**config.mk**
```make
export PLATFORM = sky130hd
export DESIGN_NAME = branch_hazard_ctrl
export DESIGN_NICKNAME = d
export VERILOG_FILES = /design/src/rtl/branch_hazard_ctrl.sv
export SDC_FILE = /design/constraint.sdc
export NUM_CORES = 1
export LEC_CHECK = 0
export CORE_MARGIN = 4
export CORE_UTILIZATION = 32
export CTS_BUF_LIST = sky130_fd_sc_hd__clkbuf_2 sky130_fd_sc_hd__clkbuf_4 sky130_fd_sc_hd__clkbuf_8
export CTS_CLUSTER_SIZE = 30
export DETAILED_ROUTE_END_ITERATION = 10
export MAX_ROUTING_LAYER = met4
export SLEW_MARGIN = 25
export SYNTH_ARGS = -nofsm -noshare
export SYNTH_HDL_FRONTEND = slang
export SYNTH_SLANG_ARGS = --single-unit
```
**constraint.sdc**
```tcl
create_clock -name clk_i -period 2.95 [get_ports clk_i]
set_clock_uncertainty 0.1 [all_clocks]
set_input_delay 0.4425 -clock clk_i [delete_from_list [all_inputs] [get_ports clk_i]]
set_output_delay 0.4425 -clock clk_i [all_outputs]
set_load 0.005 [all_outputs]
```
**src/rtl/branch_hazard_ctrl.sv**
```systemverilog
// ID-stage branch/JALR operand hazard resolver: tracks in-flight writers in EX/MEM
// shadow slots and picks register file, MEM-stage forward, or stall for the branch mux.
module branch_hazard_ctrl #(
    parameter int XLEN  = 32,
    parameter int RA_W  = 5,
    parameter int CNT_W = 32
) (
    input  logic             clk_i,
    input  logic             reset_i,
    input  logic             id_valid_i,
    input  logic             id_is_branch_i,
    input  logic             id_is_jalr_i,
    input  logic [RA_W-1:0]  id_rs1_i,
    input  logic [RA_W-1:0]  id_rs2_i,
    input  logic [RA_W-1:0]  id_rd_i,
    input  logic             id_reg_write_i,
    input  logic             id_mem_read_i,
    input  logic             flush_i,
    input  logic [XLEN-1:0]  mem_alu_result_i,
    output logic [1:0]       update_o,
    output logic [XLEN-1:0]  forward_o,
    output logic             stall_o,
    output logic [CNT_W-1:0] stall_count_o
);

    logic            ex_v_q, ex_wr_q, ex_ld_q;
    logic [RA_W-1:0] ex_rd_q;
    logic            mem_v_q, mem_wr_q, mem_ld_q;
    logic [RA_W-1:0] mem_rd_q;
    logic [CNT_W-1:0] stall_count_q;

    logic use1, use2;
    logic ex_hit1, ex_hit2, mem_hit1, mem_hit2;
    logic stall_raw;
    logic [1:0] update_d;
    logic [XLEN-1:0] forward_d;

    // x0 is hardwired, so a used source of x0 never matches a producer.
    assign use1 = id_valid_i & (id_is_branch_i | id_is_jalr_i) & (id_rs1_i != '0);
    assign use2 = id_valid_i & id_is_branch_i & (id_rs2_i != '0);

    assign ex_hit1  = use1 & ex_v_q  & ex_wr_q  & (ex_rd_q  == id_rs1_i);
    assign ex_hit2  = use2 & ex_v_q  & ex_wr_q  & (ex_rd_q  == id_rs2_i);
    assign mem_hit1 = use1 & mem_v_q & mem_wr_q & (mem_rd_q == id_rs1_i);
    assign mem_hit2 = use2 & mem_v_q & mem_wr_q & (mem_rd_q == id_rs2_i);

    // Both sources hitting MEM needs two forward paths; the mux only has one.
    assign stall_raw = ex_hit1 | ex_hit2
                     | ((mem_hit1 | mem_hit2) & mem_ld_q)
                     | (mem_hit1 & mem_hit2);

    always_comb begin
        update_d  = 2'b00;
        forward_d = '0;
        if (!stall_raw && !flush_i) begin
            if (mem_hit1) begin
                update_d  = 2'b01;
                forward_d = mem_alu_result_i;
            end else if (mem_hit2) begin
                update_d  = 2'b10;
                forward_d = mem_alu_result_i;
            end
        end
    end

    assign stall_o       = stall_raw & ~flush_i;
    assign update_o      = update_d;
    assign forward_o     = forward_d;
    assign stall_count_o = stall_count_q;

    always_ff @(posedge clk_i or posedge reset_i) begin
        if (reset_i) begin
            ex_v_q        <= 1'b0;
            ex_wr_q       <= 1'b0;
            ex_ld_q       <= 1'b0;
            ex_rd_q       <= '0;
            mem_v_q       <= 1'b0;
            mem_wr_q      <= 1'b0;
            mem_ld_q      <= 1'b0;
            mem_rd_q      <= '0;
            stall_count_q <= '0;
        end else begin
            mem_v_q  <= ex_v_q;
            mem_wr_q <= ex_wr_q;
            mem_ld_q <= ex_ld_q;
            mem_rd_q <= ex_rd_q;
            if (id_valid_i && !stall_o && !flush_i) begin
                ex_v_q  <= 1'b1;
                ex_wr_q <= id_reg_write_i;
                ex_ld_q <= id_mem_read_i;
                ex_rd_q <= id_rd_i;
            end else begin
                ex_v_q  <= 1'b0;
                ex_wr_q <= 1'b0;
                ex_ld_q <= 1'b0;
                ex_rd_q <= '0;
            end
            if (stall_o && (stall_count_q != '1)) begin
                stall_count_q <= stall_count_q + CNT_W'(1);
            end
        end
    end

endmodule

```
**After elaboration in Yosys (flattened, before gate mapping)**

Cells that the tools add are included.
Widths: inputs -> output; s select.

- Memories kept: 0
- Bits in registers: 48
- Bits in latches: 0
- Input bits: 55
- Output and inout port bits: 67
- Word-level logic and storage cells: 59
- RAM bits: 0
- Memory bits (read-only): 0

- Shifts and indexed selects: 0
- Reductions and logical operators: 9
- Div/mod/pow operators: 0
- Bitwise logic cells: 25
- Equality and inequality tests: 5
- Magnitude comparators: 0
- $mul: 0
- $add $sub $neg: 1
- Multiplexer cells: 10

Operator list:

| cell | count |
|---|---|
| $mux 32 | 3 |
| $add 32x1->32 const B | 1 |
| $ne 32x32->1 const B | 1 |
| $eq 5x5->1 | 4 |
| $and 1x1->1 | 19 |
| $reduce_bool 5->1 | 2 |
| $mux 2 | 3 |
| $mux 5 | 1 |
| $or 1x1->1 | 5 |
| $logic_and 1x1->1 | 4 |
| $logic_not 1->1 | 3 |
| $mux 1 | 3 |
| $not 1->1 | 1 |

**Depth between registers and ports, before layout**

- Word-level depth: 15
- Mapped depth: 8
- Gate-level depth less buffers: 7

**Worst setup path before layout**

No wires, ideal clock.

- Path type: input-to-output
- From: input id_rs2_i[1]
- To: output forward_o[10]
- Arrival: 2.121 ns
- Setup slack: 0.287 ns
- Cell stages on the path: 7
- Path buffers: 1
- Required time: 2.408 ns
- Cell sequence: or4_1 > o211ai_2 > nor4_1 > o21a_1 > nor4_4 > buf_6 > and2_1

- Cells in the longest elaborated chain, start to end: 12
- Elaborated cells between the ends (all ways): 21
- Those cells by class: eq/ne (2); mux (3); bitwise (13); reduce/logical (3)

RTL lines:

| item | line | text |
|---|---|---|
| start, declared | 14 | `input logic [RA_W-1:0] id_rs2_i,` |
| $reduce_bool 5->1 | 40 | `assign use2 = id_valid_i & id_is_branch_i & (id_rs2_i != '0);` |
| $and 1x1->1 | 40 |  |
| $and 1x1->1 (3 in a row) | 45 | `assign mem_hit2 = use2 & mem_v_q & mem_wr_q & (mem_rd_q == id_rs2_i);` |
| $or 1x1->1 | 49 | `\| ((mem_hit1 \| mem_hit2) & mem_ld_q)` |
| $and 1x1->1 | 49 |  |
| $or 1x1->1 | 49 |  |
| $or 1x1->1 | 50 | `\| (mem_hit1 & mem_hit2);` |
| $logic_not 1->1 | 55 | `if (!stall_raw && !flush_i) begin` |
| $logic_and 1x1->1 | 55 |  |
| $mux 32 (*) | 55 |  |
| end, declared | 21 | `output logic [XLEN-1:0] forward_o,` |

Every way passes the cells marked *; elsewhere a longest branch is shown, timed or not.

**Worst setup path after layout**

- From: input id_rs1_i[2]
- To: output forward_o[22]

- Cells in the longest elaborated chain, start to end: 12
- Elaborated cells between the ends (all ways): 20
- Those cells by class: eq/ne (2); mux (2); bitwise (13); reduce/logical (3)

RTL lines:

| item | line | text |
|---|---|---|
| start, declared | 13 | `input logic [RA_W-1:0] id_rs1_i,` |
| $reduce_bool 5->1 | 39 | `assign use1 = id_valid_i & (id_is_branch_i \| id_is_jalr_i) & (id_rs1_i != '0);` |
| $and 1x1->1 | 39 |  |
| $and 1x1->1 (3 in a row) | 44 | `assign mem_hit1 = use1 & mem_v_q & mem_wr_q & (mem_rd_q == id_rs1_i);` |
| $or 1x1->1 | 49 |  |
| $and 1x1->1 | 49 |  |
| $or 1x1->1 | 49 |  |
| $or 1x1->1 | 50 |  |
| $logic_not 1->1 | 55 |  |
| $logic_and 1x1->1 | 55 |  |
| $mux 32 (*) | 55 |  |

Marked as above.

==> impl_metrics.toml <==
[outcome]
run_status = "complete, but fails checks"
violations = "setup timing"

[die]
core_area_um2 = 8380
start_util = 0.336
ios = 122
die_w_um = 102
fp.dieArea_um2 = 10400
rows = 33
die_h_um = 102

[timing]
post-route-period-util = 1.04
setup_ws_ns = -0.124
relSlewSlack = 0.644
rsz0062_at_grt = "yes"
finalHoldViolations = 0
tightestPinTransition_ns = 0.529
tns_ns = -2.62
hold_ws_ns = 0.252
max_freq_mhz = 325
setup-violations-final = 24
slew_viol_final = 0
fin_crit_ns = 3.07

[worst_setup_path]
start_kind = "input pin"
timing.rr.end = "stall_count_o[1]"
rr_startpoint = "ex_rd_q[3]"
crit_type = "in -> out"
cp.required_ns = 2.41
worstPathArrival_ns = 2.53
path_max_fanout = 8
worst-r2r-cell-count = 10
r2r_slack_ns = 0.20
end_kind = "output pin"

[grt]
grt_usage = 0.174
antenna_found_initial = 0
first_global_vias = 2767
grt_pass1_wl_um = 13800
grt_max_degree = 22
grt-ovfl-total = 0

[hold_path]
hold_class = "reg -> reg"
min_from = "ex_ld_q"
hold_end = "mem_ld_q"
min_delay_path_depth = 0

[yosys]
syn_nets = 329
synth_cells = 273
yosysSeqAreaShare = 0.426
synth.avg_cell_area_um2 = 10.3
synth_enable_flop_cells = 0
ys_async_sr_fraction = 1.00
ys_types = 41
synth_top_cell_by_area = "dfrtp_1"
synth_seq_cells = 48
syn_area_um2 = 2820
synthTopCellsByArea = "dfrtp_1 43%, xnor2_1 11%, and2_1 8.4%"
synth-main-ff-cell = "dfrtp_1"
ys_warn_count = 0
synth_top_area_frac = 0.426

[layout]
regArea_um2 = 1200
antenna_cells = 0
final_nets = 489
drive_gt1_frac = 0.321
syn_to_final_growth_pct = 66.9
multi_input_area_um2 = 1690
fillers = 748

[route]
wl_per_cell_um = 16.4
drt-total-wl_um = 8820
antenna_left = 0
firstDrtPassIters = 4
dr.first_iter.drc_count = 61
via_per_inst = 4.97
drc = 0
vias = 2676

[power_and_ir_drop]
irDropWorstVdd_uv = 212
power.leakage_uw = 0.00207
power.share.sequential = 0.551
swShare = 0.233
power_density_nw_per_um2 = 262
p_int_uw = 944
p_switching_uw = 287
comb_power_share = 0.138
p_clk_frac = 0.311

[placed_design]
io_buffers = 121
dp_hpwl_um = 6420
gp_congestion = 0.858

[clocking]
cts_num_sinks = 48
clock_latency_ns = 0.30
hold_buffers = 0
cts_tree = "done"
cts_buffer_depth = 2
cts_root_buf = "clkbuf_8"
numCtsBuffers = 5
htree_levels = 2
cts.clk_slew.worst_paths_ns = 0.08

[flow_run]
maxCapViolations = 0
## final cells by class
| type | count | area share |
|---|---|---|
| Multi-Input combinational cell | 208 | 0.359 |
| Timing Repair Buffer | 167 | 0.338 |
| Tap cell | 105 | 0.0279 |
| Clock buffer | 6 | 0.0162 |
| Clock inverter | 1 | 0.00106 |
| Inverter | 3 | 0.00239 |
| Sequential cell | 48 | 0.256 |
## stage by stage
| step | power, µW | instances | utilization | setup WS, ns | instance area (µm²) |
|---|---|---|---|---|---|
| global route | 1290 | 538 | 0.561 | -0.224 | 4710 |
| finish | 1230 | 538 | 0.561 | -0.124 | 4710 |
| detailed placement | 846 | 512 | 0.511 | -0.688 | 4290 |
| CTS | 1240 | 537 | 0.550 | -0.175 | 4610 |
| global placement | 845 | 512 | 0.511 | -0.642 | 4290 |
| floorplan | 734 | 273 | - | 0.287 | 2820 |
## worst max-delay path by stage
stage,start,to,slack (ns),cells past startpoint
final,id_rs1_i[2],forward_o[22],-0.12,11
after detailed placement,id_rs2_i[1],forward_o[16],-0.69,9
after global routing,ex_rd_q[3],forward_o[17],-0.22,11
after floorplan,id_rs2_i[1],forward_o[10],0.29,7
after global placement,id_rs2_i[2],forward_o[18],-0.64,9
after CTS,ex_rd_q[3],forward_o[13],-0.17,11
## per-layer routing
layer / part of all wire / global-route usage / vias to the layer above
li1: - / - / 1312
met1: 0.43 / 0.213 / 1258
met2: 0.48 / 0.300 / 104
met3: 0.084 / 0.0362 / 2
met4: 0.0016 / 0.0303 / 0
met5: 0 / - / -
## critical path, stage by stage
cell and delay, ns:
clkdlybuf4s15_1 0.19, or4_4 0.55, o221ai_4 0.18, nor3_2 0.08
o21a_1 0.24, nor4_4 0.23, buf_4 0.16, buf_6 0.12
buf_16 0.11, and2_4 0.13, buf_6 0.08
## cell usage after synthesis, types with 2 or more instances
cell,number
clkbuf_1,4
a21oi_1,5
buf_2,4
a211oi_2,2
inv_1,3
o21a_1,3
buf_6,4
nor2_1,4
or4_1,2
and4_1,7
o31ai_1,3
or4_4,2
xor2_1,12
nand2_1,9
nor4_1,2
nand3_1,7
xnor2_1,37
and3_1,21
and2_1,38
dfrtp_1,48
nor3_1,4
o211ai_1,12
a31oi_1,3
o2111ai_1,8
nand4_1,13
## placed cells by master, fill, tap and decap left out, types with 3 or more instances in the layout
master / instances
and4_1: 7
dfrtp_1: 46
xor2_1: 12
or4_4: 4
and2_4: 25
o21a_1: 3
dlygate4sd2_1: 5
and2_1: 13
and3_1: 21
buf_6: 33
nor2_1: 3
nand3_1: 7
xnor2_2: 4
a21oi_1: 5
nand4_1: 13
clkdlybuf4s50_1: 73
buf_4: 34
clkbuf_8: 5
a31oi_1: 3
o2111ai_1: 8
xnor2_1: 33
nand2_1: 9
clkdlybuf4s15_1: 6
o211ai_1: 12
buf_2: 12
## sequential cells by signal, summed over array words and instances (netlist names)
signal	flops
ex_ld_q	1
ex_rd_q	5
ex_v_q	1
ex_wr_q	1
mem_ld_q	1
mem_rd_q	5
mem_v_q	1
mem_wr_q	1
stall_count_o	32
## repair_timing
item	in CTS	in global routing
cloned	3	0
resized for setup	213	32
setup buffers	16	3
setup endpoints to repair	36	35
pin swaps	42	14
## power groups by stage
stage	logic [µW]	registers [µW]	clock network (µW)
detailed placement	156	690	0
global route	184	680	429
CTS	165	678	399
floorplan	46.2	688	0
global placement	154	690	0
finish	170	678	383
## logic make-up (layout without fill, tap and decap cells)
kind of cell             after synthesis  in the layout  synth area share
flip-flops                            48             48             0.426
AO/OA/AOI/OAI                         43             43             0.122
AND/OR/NAND/NOR                      114            114             0.255
XOR/XNOR                              49             49             0.152
multiplexers                           1              1           0.00399
buffers and inverters                 17            177            0.0364
adder cells (fa/ha/maj)                1              1           0.00444
Power figures use the tool's default switching activity.
